[config.mk]
export PLATFORM = sky130hd
export DESIGN_NAME = uart_tx_arbiter_flat
export DESIGN_NICKNAME = d
export VERILOG_FILES = /design/src/rtl/uart_tx_arbiter_if.sv /design/src/rtl/uart_tx_arbiter.sv /design/src/flat_wrapper.sv
export SDC_FILE = /design/constraint.sdc
export NUM_CORES = 1
export LEC_CHECK = 0
export CAP_MARGIN = 30
export CORE_MARGIN = 1.5
export CORE_UTILIZATION = 43
export DETAILED_ROUTE_END_ITERATION = 12
export PLACE_DENSITY_LB_ADDON = 0.05
export SETUP_SLACK_MARGIN = 0.5
export SLEW_MARGIN = 5
export SYNTH_ARGS = -nofsm -noshare
export SYNTH_HDL_FRONTEND = slang
export SYNTH_SLANG_ARGS = --single-unit
[constraint.sdc]
create_clock -name clk -period 2 [get_ports clk]
set_clock_uncertainty 0.15 [all_clocks]
set_input_delay 0.3 -clock clk [delete_from_list [all_inputs] [get_ports clk]]
set_output_delay 0.3 -clock clk [all_outputs]
set_load 0.02 [all_outputs]
[src/rtl/uart_tx_arbiter_if.sv]
// Bundle of requester handshake and shared-transmitter signals for uart_tx_arbiter.
// master is the arbiter side; slave is the requesters plus transmitter side.
interface uart_tx_arbiter_if #(
  parameter int unsigned NUM_REQ = 4
);
  localparam int unsigned IdW = (NUM_REQ > 1) ? $clog2(NUM_REQ) : 1;

  logic [NUM_REQ-1:0]   req_valid;
  logic [8*NUM_REQ-1:0] req_data;
  logic [NUM_REQ-1:0]   req_ready;
  logic                 tx_start;
  logic [7:0]           tx_data;
  logic                 tx_busy;
  logic [IdW-1:0]       grant_id;
  logic                 active;
  logic                 done;
  logic                 err_noack;

  modport master (
    input  req_valid, req_data, tx_busy,
    output req_ready, tx_start, tx_data, grant_id, active, done, err_noack
  );

  modport slave (
    output req_valid, req_data, tx_busy,
    input  req_ready, tx_start, tx_data, grant_id, active, done, err_noack
  );
endinterface

[src/rtl/uart_tx_arbiter.sv]
// Round-robin arbiter sharing one UART transmitter among NUM_REQ byte requesters,
// with launch pulse, busy handshake, ack timeout and completion pulse.
module uart_tx_arbiter #(
  parameter int unsigned NUM_REQ     = 4,
  parameter int unsigned ACK_TIMEOUT = 8
) (
  input logic               clk,
  input logic               rst_n,
  uart_tx_arbiter_if.master bus
);

  localparam int unsigned IdW = (NUM_REQ > 1) ? $clog2(NUM_REQ) : 1;

  typedef enum logic [1:0] {StIdle, StLaunch, StWaitBusy, StWaitDone} state_e;

  state_e         state_q, state_d;
  logic [IdW-1:0] last_grant_q, last_grant_d;
  logic [IdW-1:0] grant_q, grant_d;
  logic [7:0]     data_q, data_d;
  logic [7:0]     cnt_q, cnt_d;

  logic           win_found;
  logic [IdW-1:0] win_idx;
  logic [IdW-1:0] cand;
  logic           grant_ok;
  logic           tx_start_c, done_c, err_c;

  // Search upward from last_grant+1 with wrap; the first valid requester wins.
  always_comb begin
    win_found = 1'b0;
    win_idx   = '0;
    cand      = '0;
    for (int unsigned k = 1; k <= NUM_REQ; k++) begin
      cand = IdW'((32'(last_grant_q) + k) % NUM_REQ);
      if (!win_found && bus.req_valid[cand]) begin
        win_found = 1'b1;
        win_idx   = cand;
      end
    end
  end

  assign grant_ok = rst_n && (state_q == StIdle) && !bus.tx_busy && win_found;

  always_comb begin
    bus.req_ready = '0;
    if (grant_ok) begin
      bus.req_ready[win_idx] = 1'b1;
    end
  end

  always_comb begin
    state_d      = state_q;
    last_grant_d = last_grant_q;
    grant_d      = grant_q;
    data_d       = data_q;
    cnt_d        = cnt_q;
    tx_start_c   = 1'b0;
    done_c       = 1'b0;
    err_c        = 1'b0;
    unique case (state_q)
      StIdle: begin
        if (grant_ok) begin
          data_d       = bus.req_data[{win_idx, 3'b000} +: 8];
          grant_d      = win_idx;
          last_grant_d = win_idx;
          state_d      = StLaunch;
        end
      end
      StLaunch: begin
        tx_start_c = 1'b1;
        cnt_d      = '0;
        state_d    = StWaitBusy;
      end
      StWaitBusy: begin
        if (bus.tx_busy) begin
          state_d = StWaitDone;
        end else if (cnt_q == 8'(ACK_TIMEOUT)) begin
          err_c   = 1'b1;
          state_d = StIdle;
        end else begin
          cnt_d = cnt_q + 8'd1;
        end
      end
      StWaitDone: begin
        if (!bus.tx_busy) begin
          done_c  = 1'b1;
          state_d = StIdle;
        end
      end
      default: state_d = StIdle;
    endcase
  end

  always_ff @(posedge clk) begin
    if (!rst_n) begin
      state_q      <= StIdle;
      last_grant_q <= IdW'(NUM_REQ - 1);
      grant_q      <= '0;
      data_q       <= '0;
      cnt_q        <= '0;
    end else begin
      state_q      <= state_d;
      last_grant_q <= last_grant_d;
      grant_q      <= grant_d;
      data_q       <= data_d;
      cnt_q        <= cnt_d;
    end
  end

  // Pulses are masked while reset is held so an aborted sequence emits nothing.
  assign bus.tx_start  = tx_start_c & rst_n;
  assign bus.done      = done_c & rst_n;
  assign bus.err_noack = err_c & rst_n;
  assign bus.tx_data   = data_q;
  assign bus.grant_id  = grant_q;
  assign bus.active    = (state_q != StIdle);

endmodule
[src/flat_wrapper.sv]
// flat-port wrapper written by rule: the top's interface ports become plain ports
module uart_tx_arbiter_flat 
#(
  parameter int unsigned NUM_REQ     = 4,
  parameter int unsigned ACK_TIMEOUT = 8
)
  (clk, rst_n, bus_req_valid, bus_req_data, bus_tx_busy, bus_req_ready, bus_tx_start, bus_tx_data, bus_grant_id, bus_active, bus_done, bus_err_noack);
  uart_tx_arbiter_if #(.NUM_REQ(NUM_REQ)) bus_i ();
  input logic clk;
  input logic rst_n;
  input wire logic [$bits(bus_i.req_valid)-1:0] bus_req_valid;
  input wire logic [$bits(bus_i.req_data)-1:0] bus_req_data;
  input wire logic [$bits(bus_i.tx_busy)-1:0] bus_tx_busy;
  output wire logic [$bits(bus_i.req_ready)-1:0] bus_req_ready;
  output wire logic [$bits(bus_i.tx_start)-1:0] bus_tx_start;
  output wire logic [$bits(bus_i.tx_data)-1:0] bus_tx_data;
  output wire logic [$bits(bus_i.grant_id)-1:0] bus_grant_id;
  output wire logic [$bits(bus_i.active)-1:0] bus_active;
  output wire logic [$bits(bus_i.done)-1:0] bus_done;
  output wire logic [$bits(bus_i.err_noack)-1:0] bus_err_noack;
  assign bus_i.req_valid = bus_req_valid;
  assign bus_i.req_data = bus_req_data;
  assign bus_i.tx_busy = bus_tx_busy;
  assign bus_req_ready = bus_i.req_ready;
  assign bus_tx_start = bus_i.tx_start;
  assign bus_tx_data = bus_i.tx_data;
  assign bus_grant_id = bus_i.grant_id;
  assign bus_active = bus_i.active;
  assign bus_done = bus_i.done;
  assign bus_err_noack = bus_i.err_noack;
  uart_tx_arbiter #(.NUM_REQ(NUM_REQ), .ACK_TIMEOUT(ACK_TIMEOUT)) u_core (.clk(clk), .rst_n(rst_n), .bus(bus_i));
endmodule
==> metrics, run 1 <==
clock root buffer clkbuf_4; # nets final about 280; syn nets between 150 and 200; synth top area cells dfxtp_1 (32%), mux2i_1 (11%), mux2_2 (6.5%); XOR/XNOR share of the synthesized area 0.0188; # IOs 57; multiplexer share of the synthesized area 0.179; Adder-Cell Fraction of Synth Area 0.0179; Worst EP required roughly 1600 ps; Longest Clk Path Bufs 2; Final Hold Viols 0; total global routing track utilization 0.249; PnR worst setup slack -168 ps; top cells by count, synth dfxtp_1 (22), mux2i_1 (16), nor2_1 (15), nand3_1 (9); Worst EP arrival between 1500 and 2000 ps; Synth Area per Inst just over 9 um2; antenna viol nets, final 0; status finished, violations left; sequential share of the synthesized area 0.316; chip width approximately 60 um; share of cells above drive strength 1 0.456; number of global-route vias before repair 1520; main combinational cell family by area after synthesis simple AND/OR/NAND/NOR gates; # DRC 0; # rows 20; Sink Count 22; P per Cell Area about 550 nW/um2; most frequent cell after synthesis dfxtp_1; asr flop ratio synth 0; initial antenna violation count 0; Starting Density 0.453; leakage 1.12 nW; DRT iter0 DRCs 39; CTS tree yes; Compound-Gate Fraction of Synth Area 0.175; GRT overflow 0; worst skew pair latency around 300 ps; element type at the critical path start register; Overall Power approximately 0.0014 W; Fmax achieved around 460 MHz; mapped cell area between 1000 and 1500 um2; Synth Flop Type dfxtp_1; Die ar. ~3600 um2; hold buffer count at CTS 0; core area about 3100 um2; dpl ws -763 ps; Die Y about 60 um; Finished Layout Cells around 290; max cap viols 0; # setup viols final 11; Placed Cells approximately 270; largest net degree at the start of global routing 21; Slew HR 0.823; post-route design area approximately 2600 um2; max-slew violation count 0; fin crit share 1.08; Layout area overhead 85.5%; Setup CP Type register to primary output; cell taking the most area after synthesis dfxtp_1; setup TNS -914 ps; minimum clock period 2170 ps; Pre-antenna DRT Iters 4; Worst Max-Slew Pin Slew between 200 and 300 ps; failing checks setup timing; Synth Instances approximately 150; via/cell ratio 5.26; CTS Buf Count 3; global-route wire length before repair approximately 6700 um; YS warnings 0; Detailed Route WL between 4000 and 5000 um; CP Max Fanout 4; Multi-input gate area 1120 um2; simple-gate portion of the synthesized area 0.230; port bufs 56; Hold/Removal Path Class register to register; EDFF count, synth 0; Reg area 449 um2; Synth Register Bits 22; Yosys cell types 41; wire per inst 16.4 um; Final HPWL DP 2870 um; antenna fix cells 0; Crit. End Element primary output; CTS H-tree depth 1; routability cong. 0.902; setup repair after global routing missed its margin true; worst vdd ir between 300 and 400 uV; fillers between 150 and 200; Synth top area share 0.316; total number of vias between 1000 and 1500; Clk pin slew, worst setup/hold paths between 100 and 150 ps; Placement Cell Area between 2000 and 2500 um2
==> cells by family after synthesis <==
group,after synthesis
AOI/OAI and AO/OA,32
xor gates and xnor gates,3
adders and majority gates,2
buffers and inverters,13
DFF,22
muxes,24
and+or+nand+nor,58
==> layout make-up <==
cell class | instances | area share
Multi-Input combinational cell | 119 | 0.434
Timing Repair Buffer | 91 | 0.349
Sequential cell | 22 | 0.174
Tap cell | 44 | 0.0213
Clock buffer | 4 | 0.0140
Inverter | 5 | 0.00822
==> stage by stage <==
step | utilization | hold slack, ps
2_1_floorplan | - | 311
3_3_place_gp | 0.722 | 303
3_5_place_dp | 0.722 | 305
4_1_cts | 0.797 | 320
5_1_grt | 0.841 | 347
6_report | 0.841 | 329
==> layout by cell type, fill, tap and decap left out, types with 3 or more instances in the layout <==
cell type and count:
dfxtp_1 15, clkbuf_4 3, dlygate4sd2_1 13, o21ai_0 3, nor2b_1 3, a21boi_1 3
o21ai_2 9, mux2_4 8, o21ai_1 3, nor2_4 3, nor2_1 9, and3_1 3
nor2_2 3, buf_6 18, nand2_1 5, nand3b_1 3, buf_4 22, mux2i_1 16
dfxtp_2 7, nand3_1 9, clkdlybuf4s50_1 32, xor2_1 3
==> sequential cells by signal, indices dropped and copies added (netlist names) <==
| signal | count |
|---|---|
| u_core.state_q | 2 |
| u_core.bus.grant_id | 2 |
| u_core.last_grant_q | 2 |
| u_core.bus.tx_data | 8 |
| u_core.cnt_q | 8 |
==> power by group <==
| part | switching [W] | internal, W |
|---|---|---|
| combinational | 0.000303 | 0.000383 |
| clock | 0.000136 | 0.000111 |
| sequential | 0.0000214 | 0.000474 |
==> worst max-delay path: stages, from the launching register on <==
cell     delay, ps
dfxtp_2        340
or2_4          240
or3_4          440
inv_4          100
and3_4         170
buf_6          110
==> what timing repair did <==
| action | 4_1_cts | 5_1_grt |
|---|---|---|
| pin swaps | 16 | 11 |
| hold endpoints to repair | 0 | 0 |
| resized for setup | 91 | 28 |
| gates cloned | 2 | 0 |
| endpoints found under the setup margin | 39 | 32 |
| buffers inserted | 8 | 4 |
==> final timing paths <==
check                    startpoint  slack (ps)  cells after the start                     to
min           u_core.bus.tx_data[3]         330                      2  u_core.bus.tx_data[3]
max               u_core.state_q[1]        -170                      5       bus_req_ready[3]
min reg2reg   u_core.bus.tx_data[3]         330                      2  u_core.bus.tx_data[3]
max reg2reg  u_core.last_grant_q[0]         -60                      8  u_core.bus.tx_data[7]
==> layer usage <==
metal / vias up / wire (um) / global-route usage
met5: - / 0 / 0
met2: 49 / 2630 / 0.467
met3: 10 / 179 / 0.0519
li1: 732 / - / -
met4: 0 / 98 / 0.111
met1: 707 / 1760 / 0.261
Note: power is estimated with default switching activity, not from simulation.
==> inputs of run 2 (changes only) <==
==> constraint.sdc (replaced) <==
create_clock -name clk -period 2.28 [get_ports clk]
set_clock_uncertainty 0.15 [all_clocks]
set_input_delay 0.342 -clock clk [delete_from_list [all_inputs] [get_ports clk]]
set_output_delay 0.342 -clock clk [all_outputs]
set_load 0.02 [all_outputs]
==> run 2 against run 1 <==
Net effect:
- the run now ends clean
- critical endpoint is now bus_req_ready[0]
- critical path type unchanged
- cell area fell by 3.7%
- non-clock buffer count fell by 2
- clock power fell by 26%
==> metrics, run 2 (synthesized netlist as in run 1, its figures left out) <==
number of global-route vias before repair approximately 1400; Starting Density 0.453; status completed; Detailed Route WL 4440 um; worst skew pair latency just over 300 ps; slowest CP cell or3_4; CP Max Fanout 3; PnR worst setup slack approximately 170 ps; # nets final about 280; FF-to-FF Start u_core.last_grant_q[1]; max cap viols 0; antenna fix cells 0; setup repair after global routing missed its margin true; leakage 1.18 nW; Multi-input gate area ~1000 um2; Sink Count 22; Die ar. between 3000 and 4000 um2; minimum clock period between 2000 and 2500 ps; fillers between 150 and 200; Worst Max-Slew Pin Slew ~260 ps; CTS tree yes; port bufs 56; setup TNS 0 ps; r2r worst-path depth 8; fin crit share 0.926; clock root buffer clkbuf_4; worst vdd ir approximately 270 uV; Longest Clk Path Bufs 2; element type at the critical path start register; Crit. End Element primary output; Worst EP arrival 1620 ps; via/cell ratio approximately 5.2; Hold Crit Depth 2; Layout area overhead 78.7%; dpl ws -502 ps; Slew HR 0.823; Final Hold Viols 0; # DRC 0; P per Cell Area approximately 470 nW/um2; chip width roughly 60 um; CTS Buf Count 3; Hold/Removal Path Class register to register; max-slew violation count 0; routability cong. 0.820; Final HPWL DP 2730 um; total number of vias around 1500; Hold Path End u_core.bus.tx_data[6]; Overall Power around 0.0012 W; most frequent cells in the layout clkdlybuf4s50_1 (32), buf_4 (25), mux2i_1 (16), dfxtp_1 (16); DRT iter0 DRCs 74; wire per inst between 15 and 20 um; # setup viols final 0; crit-path cells or2_1 -> or3_4 -> nor3_4 -> buf_6; Reg-to-Reg End u_core.bus.tx_data[6]; initial antenna violation count 0; total global routing track utilization 0.227; fin util 0.810; Reg area around 450 um2; Fmax achieved roughly 470 MHz; # rows 20; flop2flop setup slack roughly 280 ps; min-delay src u_core.bus.tx_data[6]; Placed Cells 265; share of cells above drive strength 1 0.408; CTS H-tree depth 1; Worst EP required 1790 ps; Finished Layout Cells between 200 and 300; GRT overflow 0; Setup CP Type register to primary output; family with the most delay on the worst path simple AND/OR/NAND/NOR gates; core area ~3000 um2; Die Y between 50 and 60 um; most common cell after layout, fill and taps aside clkdlybuf4s50_1; antenna viol nets, final 0; global-route wire length before repair 6110 um; # IOs 57; largest net degree at the start of global routing 21; Pre-antenna DRT Iters 4; crit-path max cell delay around 380 ps; Clk pin slew, worst setup/hold paths 120 ps; Worst Path Buf+Inv 1
## run 2: cell types whose count changed in the layout (fill, tap and decap cells not counted), moves of 3 or more
cell	previous run	this run
buf_6	18	8
buf_2	0	3
dlygate4sd2_1	13	5
dlymetal6s2s_1	0	10
buf_4	22	25
## run 2: worst min-delay path, delay by kind of cell, from the launching register on
| family | cells | cell delay, ps |
|---|---|---|
| and+or+nand+nor | 1 | 70 |
| AOI/OAI and AO/OA | 1 | 50 |
| DFF | 1 | 330 |
## run 2: layout make-up
type,instances,area share
repair buffers,89,0.362
multi-input cells,119,0.418
well taps,44,0.0221
inverters,5,0.00954
clock buffers,3,0.00904
flip-flops and latches,22,0.180
## run 2: layer usage
metal | track usage | up-vias | wire length (um)
met1 | 0.276 | 694 | 1910
li1 | - | 722 | -
met5 | 0 | - | 0
met2 | 0.394 | 49 | 2210
met4 | 0.0889 | 0 | 55
met3 | 0.0390 | 6 | 266
## run 2: worst max path at each step
stage | start | to | slack, ps | cells past startpoint
after floorplan | u_core.state_q[0] | bus_req_ready[0] | 310 | 5
after CTS | u_core.state_q[1] | bus_req_ready[3] | 110 | 5
after global placement | bus_req_valid[1] | bus_req_ready[0] | -460 | 6
after global routing | u_core.last_grant_q[0] | bus_req_ready[0] | 100 | 6
after detailed placement | bus_req_valid[1] | bus_req_ready[0] | -500 | 6
final | u_core.state_q[0] | bus_req_ready[0] | 170 | 4
## run 2: where the power goes
| group | switching, W | internal [W] | total [W] |
|---|---|---|---|
| registers | 0.0000137 | 0.000415 | 0.000429 |
| logic | 0.000245 | 0.000323 | 0.000567 |
| clock network | 0.000120 | 0.0000619 | 0.000182 |
| total | 0.000378 | 0.000800 | 0.00118 |
## run 2: what timing repair did
action / 4_1_cts / 5_1_grt
endpoints found under the setup margin: 26 / 37
pin swaps: 8 / 12
hold buffers: 0 / 0
resized for setup: 82 / 32
cloned: 2 / 0
setup buffers: 7 / 5
## run 2: metrics by stage
step | area (um2) | hold slack, ps
6_report | 2490 | 322
5_1_grt | 2490 | 347
4_1_cts | 2360 | 328
3_5_place_dp | 2130 | 311
3_3_place_gp | 2130 | 300
2_1_floorplan | 1430 | 313
